`src/rtl/spi_master_frame.sv`:
```
// rtl/spi_master_frame.sv - mode-0 SPI master sending 1..2^NUM_WORDS_W words per CS frame.
// Optional receive path enabled by defining SPI_MASTER_RX_EN.
module spi_master_frame #(
    parameter int DATA_WIDTH   = 8,
    parameter int CLK_DIV_HALF = 4,
    parameter int NUM_WORDS_W  = 2,
    parameter int LSB_FIRST    = 1
) (
    input  logic                   i_clk,
    input  logic                   i_rst,
    input  logic                   i_start,
    input  logic [NUM_WORDS_W-1:0] i_words,
    input  logic [DATA_WIDTH-1:0]  i_data_in,
    output logic                   o_data_req,
    output logic                   o_busy,
    output logic                   o_done,
    output logic                   o_cs,
    output logic                   o_s_clk,
    output logic                   o_s_out
`ifdef SPI_MASTER_RX_EN
    ,
    input  logic                   i_s_in,
    output logic [DATA_WIDTH-1:0]  o_rx_data,
    output logic                   o_rx_valid
`endif
);

    localparam int DIV_W = (CLK_DIV_HALF > 1) ? $clog2(CLK_DIV_HALF) : 1;
    localparam int BIT_W = $clog2(DATA_WIDTH + 1);

    typedef enum logic [2:0] {
        S_IDLE,
        S_SETUP,
        S_SHIFT,
        S_HOLD,
        S_GUARD
    } state_t;

    state_t                 r_state;
    logic [DIV_W-1:0]       r_div;
    logic [BIT_W-1:0]       r_bit_cnt;
    logic [NUM_WORDS_W-1:0] r_word_cnt;
    logic [NUM_WORDS_W-1:0] r_words;
    logic [DATA_WIDTH-1:0]  r_shift;
    logic                   r_cs;
    logic                   r_s_clk;
    logic                   r_busy;
    logic                   r_done;
    logic                   r_data_req;
`ifdef SPI_MASTER_RX_EN
    logic [DATA_WIDTH-1:0]  r_rx_shift;
    logic [DATA_WIDTH-1:0]  r_rx_data;
    logic                   r_rx_valid;
`endif

    logic w_tick;
    logic w_word_end;

    assign w_tick     = (r_state != S_IDLE) && (r_div == DIV_W'(CLK_DIV_HALF - 1));
    assign w_word_end = (r_bit_cnt == BIT_W'(DATA_WIDTH));

    always_ff @(posedge i_clk) begin
        if (i_rst) begin
            r_state    <= S_IDLE;
            r_div      <= '0;
            r_bit_cnt  <= '0;
            r_word_cnt <= '0;
            r_words    <= '0;
            r_shift    <= '0;
            r_cs       <= 1'b1;
            r_s_clk    <= 1'b0;
            r_busy     <= 1'b0;
            r_done     <= 1'b0;
            r_data_req <= 1'b0;
`ifdef SPI_MASTER_RX_EN
            r_rx_shift <= '0;
            r_rx_data  <= '0;
            r_rx_valid <= 1'b0;
`endif
        end else begin
            r_done     <= 1'b0;
            r_data_req <= 1'b0;
`ifdef SPI_MASTER_RX_EN
            r_rx_valid <= 1'b0;
`endif
            if (r_state != S_IDLE) begin
                r_div <= w_tick ? '0 : r_div + DIV_W'(1);
            end

            case (r_state)
                S_IDLE: begin
                    if (i_start) begin
                        r_words    <= i_words;
                        r_word_cnt <= '0;
                        r_bit_cnt  <= '0;
                        r_shift    <= i_data_in;
                        r_cs       <= 1'b0;
                        r_busy     <= 1'b1;
                        r_div      <= '0;
                        r_state    <= S_SETUP;
                    end
                end
                S_SETUP: begin
                    if (w_tick) begin
                        r_state <= S_SHIFT;
                    end
                end
                S_SHIFT: begin
                    if (w_tick) begin
                        if (!r_s_clk) begin
                            r_s_clk   <= 1'b1;
                            r_bit_cnt <= r_bit_cnt + BIT_W'(1);
`ifdef SPI_MASTER_RX_EN
                            if (LSB_FIRST != 0) begin
                                r_rx_shift <= {i_s_in, r_rx_shift[DATA_WIDTH-1:1]};
                            end else begin
                                r_rx_shift <= {r_rx_shift[DATA_WIDTH-2:0], i_s_in};
                            end
`endif
                        end else begin
                            r_s_clk <= 1'b0;
                            if (w_word_end) begin
`ifdef SPI_MASTER_RX_EN
                                r_rx_data  <= r_rx_shift;
                                r_rx_valid <= 1'b1;
`endif
                                if (r_word_cnt == r_words) begin
                                    // Clearing here parks S_OUT low for HOLD/GUARD/IDLE.
                                    r_shift <= '0;
                                    r_state <= S_HOLD;
                                end else begin
                                    r_shift    <= i_data_in;
                                    r_bit_cnt  <= '0;
                                    r_word_cnt <= r_word_cnt + NUM_WORDS_W'(1);
                                    r_data_req <= 1'b1;
                                end
                            end else if (LSB_FIRST != 0) begin
                                r_shift <= r_shift >> 1;
                            end else begin
                                r_shift <= r_shift << 1;
                            end
                        end
                    end
                end
                S_HOLD: begin
                    if (w_tick) begin
                        r_cs    <= 1'b1;
                        r_state <= S_GUARD;
                    end
                end
                S_GUARD: begin
                    if (w_tick) begin
                        r_done  <= 1'b1;
                        r_busy  <= 1'b0;
                        r_state <= S_IDLE;
                    end
                end
                default: r_state <= S_IDLE;
            endcase
        end
    end

    assign o_cs       = r_cs;
    assign o_s_clk    = r_s_clk;
    assign o_s_out    = (LSB_FIRST != 0) ? r_shift[0] : r_shift[DATA_WIDTH-1];
    assign o_busy     = r_busy;
    assign o_done     = r_done;
    assign o_data_req = r_data_req;
`ifdef SPI_MASTER_RX_EN
    assign o_rx_data  = r_rx_data;
    assign o_rx_valid = r_rx_valid;
`endif

endmodule
```
`config.mk`:
```
export PLATFORM = sky130hd
export DESIGN_NAME = spi_master_frame
export DESIGN_NICKNAME = d
export VERILOG_FILES = /design/src/rtl/spi_master_frame.sv
export SDC_FILE = /design/constraint.sdc
export NUM_CORES = 1
export LEC_CHECK = 0
export ABC_AREA = 1
export CELL_PAD_IN_SITES_DETAIL_PLACEMENT = 0
export CELL_PAD_IN_SITES_GLOBAL_PLACEMENT = 1
export CORE_ASPECT_RATIO = 1.75
export CORE_UTILIZATION = 29
export CTS_CLUSTER_DIAMETER = 60
export CTS_CLUSTER_SIZE = 14
export DETAILED_ROUTE_END_ITERATION = 6
export PLACE_DENSITY_LB_ADDON = 0.1
export SLEW_MARGIN = 10
export SYNTH_ARGS = -nofsm -noshare
export SYNTH_HDL_FRONTEND = slang
export SYNTH_SLANG_ARGS = --single-unit
```
`constraint.sdc`:
```
create_clock -name i_clk -period 1.9 [get_ports i_clk]
set_input_delay 0.19 -clock i_clk [delete_from_list [all_inputs] [get_ports i_clk]]
set_output_delay 0.19 -clock i_clk [all_outputs]
set_load 0.1 [all_outputs]
```
=== After elaboration in Yosys (flattened, before gate mapping) ===
Index checks and enable logic that the tools add are counted.

* Bits in registers: 26
* Input bits: 13
* Output and inout port bits: 6
* Logic and storage cells: 93

* $add $sub $neg: 3
* Equal/unequal tests: 18
* Muxes and demuxes: 40
* Bitwise logic cells: 5
* Reduce and logical (&&, ||, !) cells: 16

{| class="wikitable"
|+ Operators by type and width
! operator !! number
|-
| $mux 8 || 5
|-
| $mux 3 || 8
|-
| $mux 4 || 5
|-
| $mux 2 || 9
|-
| $ne 2x2->1 const B || 9
|-
| $pmux 8 s2 || 1
|-
| $pmux 3 s5 || 1
|-
| $pmux 4 s2 || 1
|-
| $reduce_and 8->1 || 1
|-
| $mux 1 || 7
|-
| $eq 3x2->1 const B || 2
|-
| $ne 3x3->1 const B || 2
|-
| $reduce_and 3->1 || 2
|-
| $reduce_and 6->1 || 1
|-
| $reduce_bool 2->1 || 3
|-
| $not 1->1 || 5
|-
| $reduce_and 5->1 || 1
|-
| $reduce_or 5->1 || 1
|-
| $add 2x1->2 const B || 2
|-
| $add 4x1->4 const B || 1
|-
| $eq 4x4->1 const B || 1
|-
| $pmux 1 s2 || 2
|-
| $pmux 2 s2 || 1
|-
| $reduce_and 2->1 || 2
|-
| other kinds (9) || 9
|}

=== Longest topological paths before layout ===
Gate-level depths: netlist (run 1).

* Depth in word-level cells: 6
* Depth in mapped cells: 10
* Mapped depth without buffers: 10

=== Worst setup path after synthesis (run 1) ===
No wires, ideal clock.

* Kind: reg-to-reg
* From: register r_s_clk (netlist: o_s_clk)
* To: register r_word_cnt[0]
* Setup time: 0.116 ns
* Arrival: 1.864 ns
* Required time: 1.784 ns
* Setup slack: -0.080 ns
* Stages on the path, launching flop included: 8
* Buffers on the path: 0
* Clock period less this slack: 1.980 ns
* Path through: dfxtp_1 -> inv_1 -> nand3_2 -> nand2_4 -> nor2_4 -> nand2_2 -> a21oi_1 -> nor2_1

* Cells in the longest elaborated chain, start to end: 2

{| class="wikitable"
|+ Ends and longest elaborated chain
! element !! RTL line !! text
|-
| start: declaration || 46 || <nowiki>logic r_s_clk;</nowiki>
|-
| start signal: assignment || 71 || <nowiki>r_s_clk <= 1'b0;</nowiki>
|-
| start signal: assignment || 111 || <nowiki>r_s_clk <= 1'b1;</nowiki>
|-
| start signal: assignment || 121 || <nowiki>r_s_clk <= 1'b0;</nowiki>
|-
| $ne 2x2->1 (no source line) || -- ||
|-
| $reduce_and 6->1 (no source line) || -- ||
|-
| end signal: assignment || 134 || <nowiki>r_word_cnt <= r_word_cnt + NUM_WORDS_W'(1);</nowiki>
|-
| end: declaration || 42 || <nowiki>logic [NUM_WORDS_W-1:0] r_word_cnt;</nowiki>
|}

Every way passes these cells.
A chain may end at the register's enable or synchronous reset.

=== Final worst setup path (run 1) ===
* From: register r_div[0]
* To: register r_shift[0]

* Cells in the longest elaborated chain, start to end: 4

{| class="wikitable"
|+ Ends and longest elaborated chain
! element !! RTL line !! text
|-
| start: declaration || 40 || <nowiki>logic [DIV_W-1:0] r_div;</nowiki>
|-
| start signal: assignment || 87 || <nowiki>r_div <= w_tick ? '0 : r_div + DIV_W'(1);</nowiki>
|-
| $eq 2x2->1 || 59 || <nowiki>assign w_tick = (r_state != S_IDLE) && (r_div == DIV_W'(CLK_DIV_HALF - 1));</nowiki>
|-
| $logic_and 1x1->1 || 59 ||
|-
| $ne 2x2->1 (no source line) || -- ||
|-
| $reduce_and 4->1 (no source line) || -- ||
|-
| end signal: assignment || 96 || <nowiki>r_shift <= i_data_in;</nowiki>
|-
| end signal: assignment || 132 || <nowiki>r_shift <= i_data_in;</nowiki>
|-
| end signal: assignment || 138 || <nowiki>r_shift <= r_shift >> 1;</nowiki>
|-
| end: declaration || 44 || <nowiki>logic [DATA_WIDTH-1:0] r_shift;</nowiki>
|}

Every way passes these cells.

==> key figures, run 1 <==
Outcome
  • Outcome: finished clean

Hold path
  • Worst Hold Depth: 2
  • Worst min path class: reg2reg

Placed design
  • Dpl ws: 0.341 ns
  • I/O Buffers: 18
  • DP HPWL: 2.61 mm
  • Routability congestion estimate: a little under 0.8

Critical path
  • CP max-delay cell: dfxtp_1
  • Crit-path max FO: 9
  • CP arrival: roughly 1.7 ns
  • Slowest stage delay, CP: roughly 0.36 ns
  • Reg2reg setup slack: approximately 0.37 ns
  • CP startpoint kind: flop
  • Critical path capture point type: flop
  • Crit path to: r_shift[0]$_SDFFE_PP0P_
  • Reg2reg start: r_div[0]$_SDFF_PP0_
  • Cell Chain, Critical Path: ha_1, o21ai_2, nand3b_4, nor2_8, nand2_1, a21oi_1
  • Worst Path Required: 2.10 ns
  • FF-to-FF path depth: 6
  • Critical Path Source: r_div[0]$_SDFF_PP0_
  • Reg2reg end: r_shift[0]$_SDFFE_PP0P_
  • Critical path type: reg2reg

Route
  • 1st-iter DRT viols: 41
  • Routed wl met2: 1.84 mm
  • M1 WL: around 1.4 mm
  • Post-DR vias/cell: roughly 4.9
  • Vias post-DR: 1,334
  • Drt wl/cell: about 12 um
  • Antenna-violating nets left: 0
  • Met3 routed WL: just under 70 um
  • DRC: 0
  • Top Layer Used: met4
  • First-pass iteration count of the detailed router: 4
  • Routed WL: between 3 and 4 mm

Timing
  • Worst hold-check slack: about 0.47 ns
  • Setup ws final: 0.368 ns
  • Max Clock Freq: roughly 650 MHz
  • Min Tclk post-route: roughly 1.5 ns
  • Setup_tns: 0 ns
  • Worst slew pin tran: between 0.3 and 0.4 ns
  • Final Hold Fails: 0
  • RSZ-0062 raised after global routing: false
  • Final period util: 80.6%
  • Slew headroom: around 79%
  • Final setup fails: 0
  • Layout Skew: about 0.0096 ns
  • Pins over their slew limit: 0

Floorplan
  • Io pins: 19
  • Die Y: 95.1 um
  • Die W: around 55 um
  • Row cnt: 33
  • Initial core utilization: 30.5%
  • Core Area: approximately 4700 sq um
  • Die area: ~5300 sq um

Global route
  • Number of global-route vias before repair: 1,339
  • Total grt overflow: 0
  • First-pass GRT wire length: 5.90 mm
  • Initial antenna violation count: 0
  • GR Util All Layers: between 10% and 20%
  • Largest net degree at the start of global routing: 17

Synth
  • Sequential element share of the synthesized area: a little over a third
  • Synth Instances: 203
  • Syn Area/Cell: just over 7 sq um
  • Mapped Area: roughly 1400 sq um
  • Count of cell types in the netlist: 29
  • YS warnings: 0
  • Yosys reg bits: 26
  • Syn_nets: roughly 220

CTS
  • Clock sink total: 26
  • Postcts setup bufs: 0
  • PostCTS Resize Cnt: 0
  • Clock slew at reported path FFs: approximately 0.09 ns
  • CTS buffer count: 3
  • CTS H-Tree Depth: 1
  • Root buffer cell: clkbuf_8
  • Hold_buf cts: 0
  • Worst skew pair latency: 0.27 ns
  • Clk buf depth: 2
  • CTS tree: done

Run
  • MaxCap Viol Count: 0

Layout
  • Area Growth Syn to Fin: 18.5%
  • NumNets Final: ~240
  • N_diodes: 0
  • Layout cells sized above 1: approximately 15%
  • Filler Cells Inserted: 535

Power
  • PwrDens: ~1600 nW/um^2
  • Static leakage: between 0.7 and 0.8 nW
  • VDD IR max: 0.802 mV
==> metal layers <==
metal  GRT usage, %  vias up
met1           14.6      623
met3           1.76        7
li1               -      685
met5              0        -
met2           27.1       19
met4           7.29        0
==> critical path: cells and delay by family, from the launching register on <==
family,cells,cell delay (ns)
flops,1,0.36
fa+ha+maj,1,0.35
compound gates,2,0.27
simple gates,3,0.48
==> layout make-up <==
class | count | area (sq um) | share of cell area (%)
tap | 52 | 65.1 | 3.82
inverter | 24 | 90.1 | 5.29
sequential | 26 | 522 | 30.6
timing repair buffer | 19 | 173 | 10.1
clock buffer | 3 | 41.3 | 2.42
multi-input combinational | 151 | 812 | 47.7
==> cell families (layout without fill, tap and decap cells) <==
family                     count (synthesis)  in the layout  synth area share (%)
DFF                                       26             26                  36.2
adders and majority gates                  3              3                  2.61
and+or+nand+nor                          114            114                  39.9
xor gates and xnor gates                   3              3                  1.83
AOI/OAI and AO/OA                         31             31                  12.1
buffers and inverters                     26             46                  7.31
==> worst min path at each step <==
stage                                    to                     from
floorplan           r_shift[7]$_SDFFE_PP0P_             i_data_in[7]
global placement    r_words[1]$_SDFFE_PP0P_  r_words[1]$_SDFFE_PP0P_
detailed placement    o_data_req$_SDFF_PP0_     o_s_clk$_SDFFE_PP0P_
CTS                 r_shift[4]$_SDFFE_PP0P_             i_data_in[4]
global route        r_shift[5]$_SDFFE_PP0P_             i_data_in[5]
finish                o_data_req$_SDFF_PP0_     o_s_clk$_SDFFE_PP0P_
==> metrics by stage <==
stage | utilization, % | cell area [sq um] | total power [mW] | cells
after CTS | 36.2 | 1700 | 2.73 | 275
after floorplan | - | 1440 | 2.06 | 203
after global routing | 36.2 | 1700 | 2.94 | 275
after global placement | 35.3 | 1660 | 2.38 | 272
final | 36.2 | 1700 | 2.67 | 275
after detailed placement | 35.3 | 1660 | 2.39 | 272
==> cells in the final DEF, fill, tap and decap left out <==
| master | instances |
|---|---|
| nor2_8 | 1 |
| clkdlybuf4s50_1 | 12 |
| nor2_2 | 1 |
| nand3_2 | 4 |
| a21oi_1 | 19 |
| nand3b_4 | 1 |
| o21ai_0 | 7 |
| clkbuf_8 | 3 |
| nand4_1 | 2 |
| a21oi_2 | 1 |
| nand3_1 | 9 |
| o211a_1 | 1 |
| buf_4 | 7 |
| nor2_1 | 30 |
| o21bai_1 | 1 |
| inv_2 | 2 |
| ha_1 | 3 |
| nor4_1 | 1 |
| nand3b_1 | 1 |
| nand2_4 | 3 |
| nand2_2 | 4 |
| xor2_1 | 1 |
| dfxtp_1 | 25 |
| clkinv_1 | 1 |
| xnor2_1 | 2 |
| o21ai_2 | 2 |
| nor2_4 | 4 |
| dfxtp_2 | 1 |
| nor3_1 | 1 |
| nand2_1 | 52 |
| inv_1 | 21 |
==> flip-flops by register name (all words and copies together) (netlist names) <==
signal,count
o_s_clk,1
o_data_req,1
r_words,2
r_state,3
o_busy,1
r_shift,8
r_word_cnt,2
o_done,1
o_cs,1
r_div,2
r_bit_cnt,4
==> report_power, final <==
group | switching, mW | internal, mW
logic | 1.03 | 0.507
registers | 0.121 | 0.694
clock network | 0.177 | 0.142
==> cells in the mapped netlist, drive strengths merged <==
master / instances / area, sq um
clkbuf: 1 / 3.75
ha: 3 / 37.5
nand3b: 2 / 27.5
nand3: 13 / 85.1
o211a: 1 / 10.0
o21bai: 1 / 7.51
nor2: 36 / 184
nor4: 1 / 6.26
o21ai: 9 / 52.6
nand4: 2 / 12.5
inv: 23 / 86.3
xnor2: 2 / 17.5
xor2: 1 / 8.76
nand2: 59 / 254
nor3: 1 / 5.00
clkinv: 1 / 3.75
a21oi: 20 / 104
buf: 1 / 11.3
dfxtp: 26 / 521
Power figures use the tool's default switching activity.
==> inputs of run 2 (changes only) <==
==> constraint.sdc (replaced) <==
create_clock -name i_clk -period 1.25 [get_ports i_clk]
set_input_delay 0.125 -clock i_clk [delete_from_list [all_inputs] [get_ports i_clk]]
set_output_delay 0.125 -clock i_clk [all_outputs]
set_load 0.1 [all_outputs]
==> key figures, run 2 (synthesis gave the netlist of run 1 again) <==
Floorplan
  • Die Y: 95.1 um (unchanged)
  • Die W: 55.2 um (unchanged)
  • Core Area: 4710 sq um (unchanged)
  • Die area: 5250 sq um (unchanged)
  • Io pins: 19 (unchanged)
  • Initial core utilization: 30.5% (unchanged)
  • Row cnt: 33 (unchanged)

Timing
  • Max Clock Freq: 711 MHz (was 653 MHz)
  • Final setup fails: 16 (was 0)
  • Slew headroom: 84.8% (was 79.0%)
  • Worst hold-check slack: 0.399 ns (was 0.466 ns)
  • Worst slew pin tran: 0.227 ns (was 0.316 ns)
  • Pins over their slew limit: 0 (unchanged)
  • Setup ws final: -0.156 ns (was 0.368 ns)
  • RSZ-0062 raised after global routing: true (was false)
  • Final period util: 112% (was 80.6%)
  • Min Tclk post-route: 1.41 ns (was 1.53 ns)
  • Final Hold Fails: 0 (unchanged)
  • Layout Skew: 0.00540 ns (was 0.00964 ns)

Critical path
  • CP dominant cell by count: nor2_4
  • Crit-path max FO: 8 (was 9)
  • Slowest stage delay, CP: 0.38 ns (was 0.36 ns)
  • CP arrival: 1.58 ns (was 1.73 ns)
  • Cell Chain, Critical Path: nor2_4, buf_12, buf_6, nand3_4, nand2_4, nor2_4, nand2_2, a21oi_2, nor2_1 (was ha_1, o21ai_2, nand3b_4, nor2_8, nand2_1, a21oi_1)
  • CP max-delay cell: dfxtp_4 (was dfxtp_1)
  • CP startpoint kind: flop (unchanged)
  • Critical path capture point type: flop (unchanged)
  • Critical path type: reg2reg (unchanged)
  • Worst Path Required: 1.42 ns (was 2.10 ns)

Power
  • Switching Power: 2.48 mW (was 1.33 mW)
  • Part of the power in registers: 22.8% (was 30.5%)
  • Power, Total: 5.56 mW (was 2.67 mW)
  • VDD IR max: 1.33 mV (was 0.802 mV)
  • Combinational fraction of design power: 67.2% (was 57.6%)
  • PwrDens: 2410 nW/um^2 (was 1570 nW/um^2)
  • Clock share of power: 10.0% (was 11.9%)
  • Sw Share: 44.6% (was 49.8%)
  • Static leakage: 0.984 nW (was 0.724 nW)
  • P_int: 3.08 mW (was 1.34 mW)

Layout
  • N_diodes: 0 (unchanged)
  • Filler Cells Inserted: 486 (was 535)
  • Area Growth Syn to Fin: 60.7% (was 18.5%)
  • Reg with most FFs: r_shift (unchanged)
  • Largest registers: r_shift x8, r_bit_cnt x4, r_state x3 (unchanged)
  • Finished Layout Cells: 316 (was 275)
  • Largest register FFs: 8 (unchanged)
  • NumNets Final: 281 (was 241)
  • Most frequent cells in the layout: 46 x nand2_1, 33 x buf_4, 29 x nor2_1, 17 x dfxtp_1, 14 x inv_1 (was 52 x nand2_1, 30 x nor2_1, 25 x dfxtp_1, 21 x inv_1, 19 x a21oi_1)
  • Most common cell after layout, fill and taps aside: nand2_1 (unchanged)
  • Layout cells sized above 1: 40.9% (was 15.2%)

Global route
  • Initial antenna violation count: 0 (unchanged)
  • First-pass GRT wire length: 6.57 mm (was 5.90 mm)
  • GRT met3 Usage: 1.63% (was 1.76%)
  • GR Util All Layers: 15.7% (was 14.0%)
  • Met1 usage: 16.1% (was 14.6%)
  • GR Layer Usage met2: 31.6% (was 27.1%)
  • Total grt overflow: 0 (unchanged)
  • Number of global-route vias before repair: 1,499 (was 1,339)
  • Largest net degree at the start of global routing: 17 (unchanged)
  • Global route hottest layer: met2 (unchanged)

CTS
  • Hold_buf cts: 0 (unchanged)
  • Clk buf depth: 2 (unchanged)
  • CTS H-Tree Depth: 1 (unchanged)
  • Worst skew pair latency: 0.27 ns (about the same)
  • Clock sink total: 26 (unchanged)
  • Clock slew at reported path FFs: 0.09 ns (about the same)
  • CTS buffer count: 3 (unchanged)
  • Root buffer cell: clkbuf_8 (unchanged)
  • CTS tree: done (unchanged)

Placed design
  • DP Cell Count: 304 (was 272)
  • DP HPWL: 2.88 mm (was 2.61 mm)
  • I/O Buffers: 18 (unchanged)
  • Routability congestion estimate: 0.781 (about the same)

Route
  • DRC: 0 (unchanged)
  • First-pass iteration count of the detailed router: 4 (unchanged)
  • Vias post-DR: 1,493 (was 1,334)
  • Routed WL: 3.75 mm (was 3.41 mm)
  • 1st-iter DRT viols: 15 (was 41)
  • Post-DR vias/cell: 4.72 (was 4.85)
  • Drt wl/cell: 11.9 um (was 12.4 um)
  • Antenna-violating nets left: 0 (unchanged)

Hold path
  • Worst min path class: in2reg (was reg2reg)

Outcome
  • Outcome: finished with violations (was finished clean)
  • Failing checks: setup timing

Run
  • MaxCap Viol Count: 0 (unchanged)
run 2: changes by cell type in the layout (fill, tap and decap cells not counted), sizes merged:
cell	before	now
buf	7	46
clkinvlp	0	1
nand3b	2	3
clkbuf	3	4
inv	23	22
run 2: path summary, 6_finish.rpt:
check / start / end / slack (ns) / cells after the start
worst min register to register: r_words[1]$_SDFFE_PP0P_ / r_words[1]$_SDFFE_PP0P_ / 0.47 / 2
worst min-delay path: i_data_in[0] / r_shift[0]$_SDFFE_PP0P_ / 0.40 / 3
worst max register to register: r_state[0]$_SDFFE_PP0P_ / r_word_cnt[0]$_SDFFE_PP0P_ / -0.16 / 9
worst max-delay path: r_state[0]$_SDFFE_PP0P_ / r_word_cnt[0]$_SDFFE_PP0P_ / -0.16 / 9
run 2: layout make-up:
class	instances	area (sq um)	share of cell area [%]
multi-input cells	152	961	41.6
repair buffers	58	593	25.7
flip-flops and latches	26	539	23.3
inverters	24	96.3	4.17
well taps	52	65.1	2.82
clock buffers	4	55.1	2.38
run 2: repair_timing:
item / 4_1_cts / 5_1_grt
gates resized for setup: 23 / 15
pin swaps: 12 / 19
gates cloned: 1 / 0
buffers inserted: 6 / 1
setup endpoints to repair: 19 / 21
run 2: layer usage:
| metal | wire (um) | vias to the layer above | share of wire [%] |
|---|---|---|---|
| li1 | - | 771 | - |
| met1 | 1460 | 704 | 39 |
| met2 | 2190 | 14 | 58 |
| met3 | 52 | 4 | 1.4 |
| met4 | 58 | 0 | 1.5 |
| met5 | 0 | - | 0 |
run 2: per-stage QoR:
step | TNS, ns | worst slack [ns] | area (sq um) | utilization (%)
finish | -1.96 | -0.156 | 2310 | 49.1
global route | -3.78 | -0.258 | 2310 | 49.1
CTS | -2.10 | -0.171 | 2260 | 48.1
detailed placement | -3.28 | -0.252 | 2040 | 43.4
global placement | -2.94 | -0.213 | 2040 | 43.4
floorplan | -0.562 | -0.0723 | 1480 | -
run 2: power groups by stage:
stage	combinational, mW	clock, mW	sequential [mW]
2_1_floorplan	1.79	0	1.44
3_3_place_gp	3.09	0	1.25
3_5_place_dp	3.14	0	1.25
4_1_cts	3.65	0.580	1.26
5_1_grt	4.13	0.605	1.30
6_report	3.74	0.556	1.27
run 2: worst max-delay path, delay by kind of cell, from the launching register on:
family	cells	cell delay, ns
compound gates	1	0.11
buf+inv	2	0.24
simple gates	6	0.56
flops	1	0.38
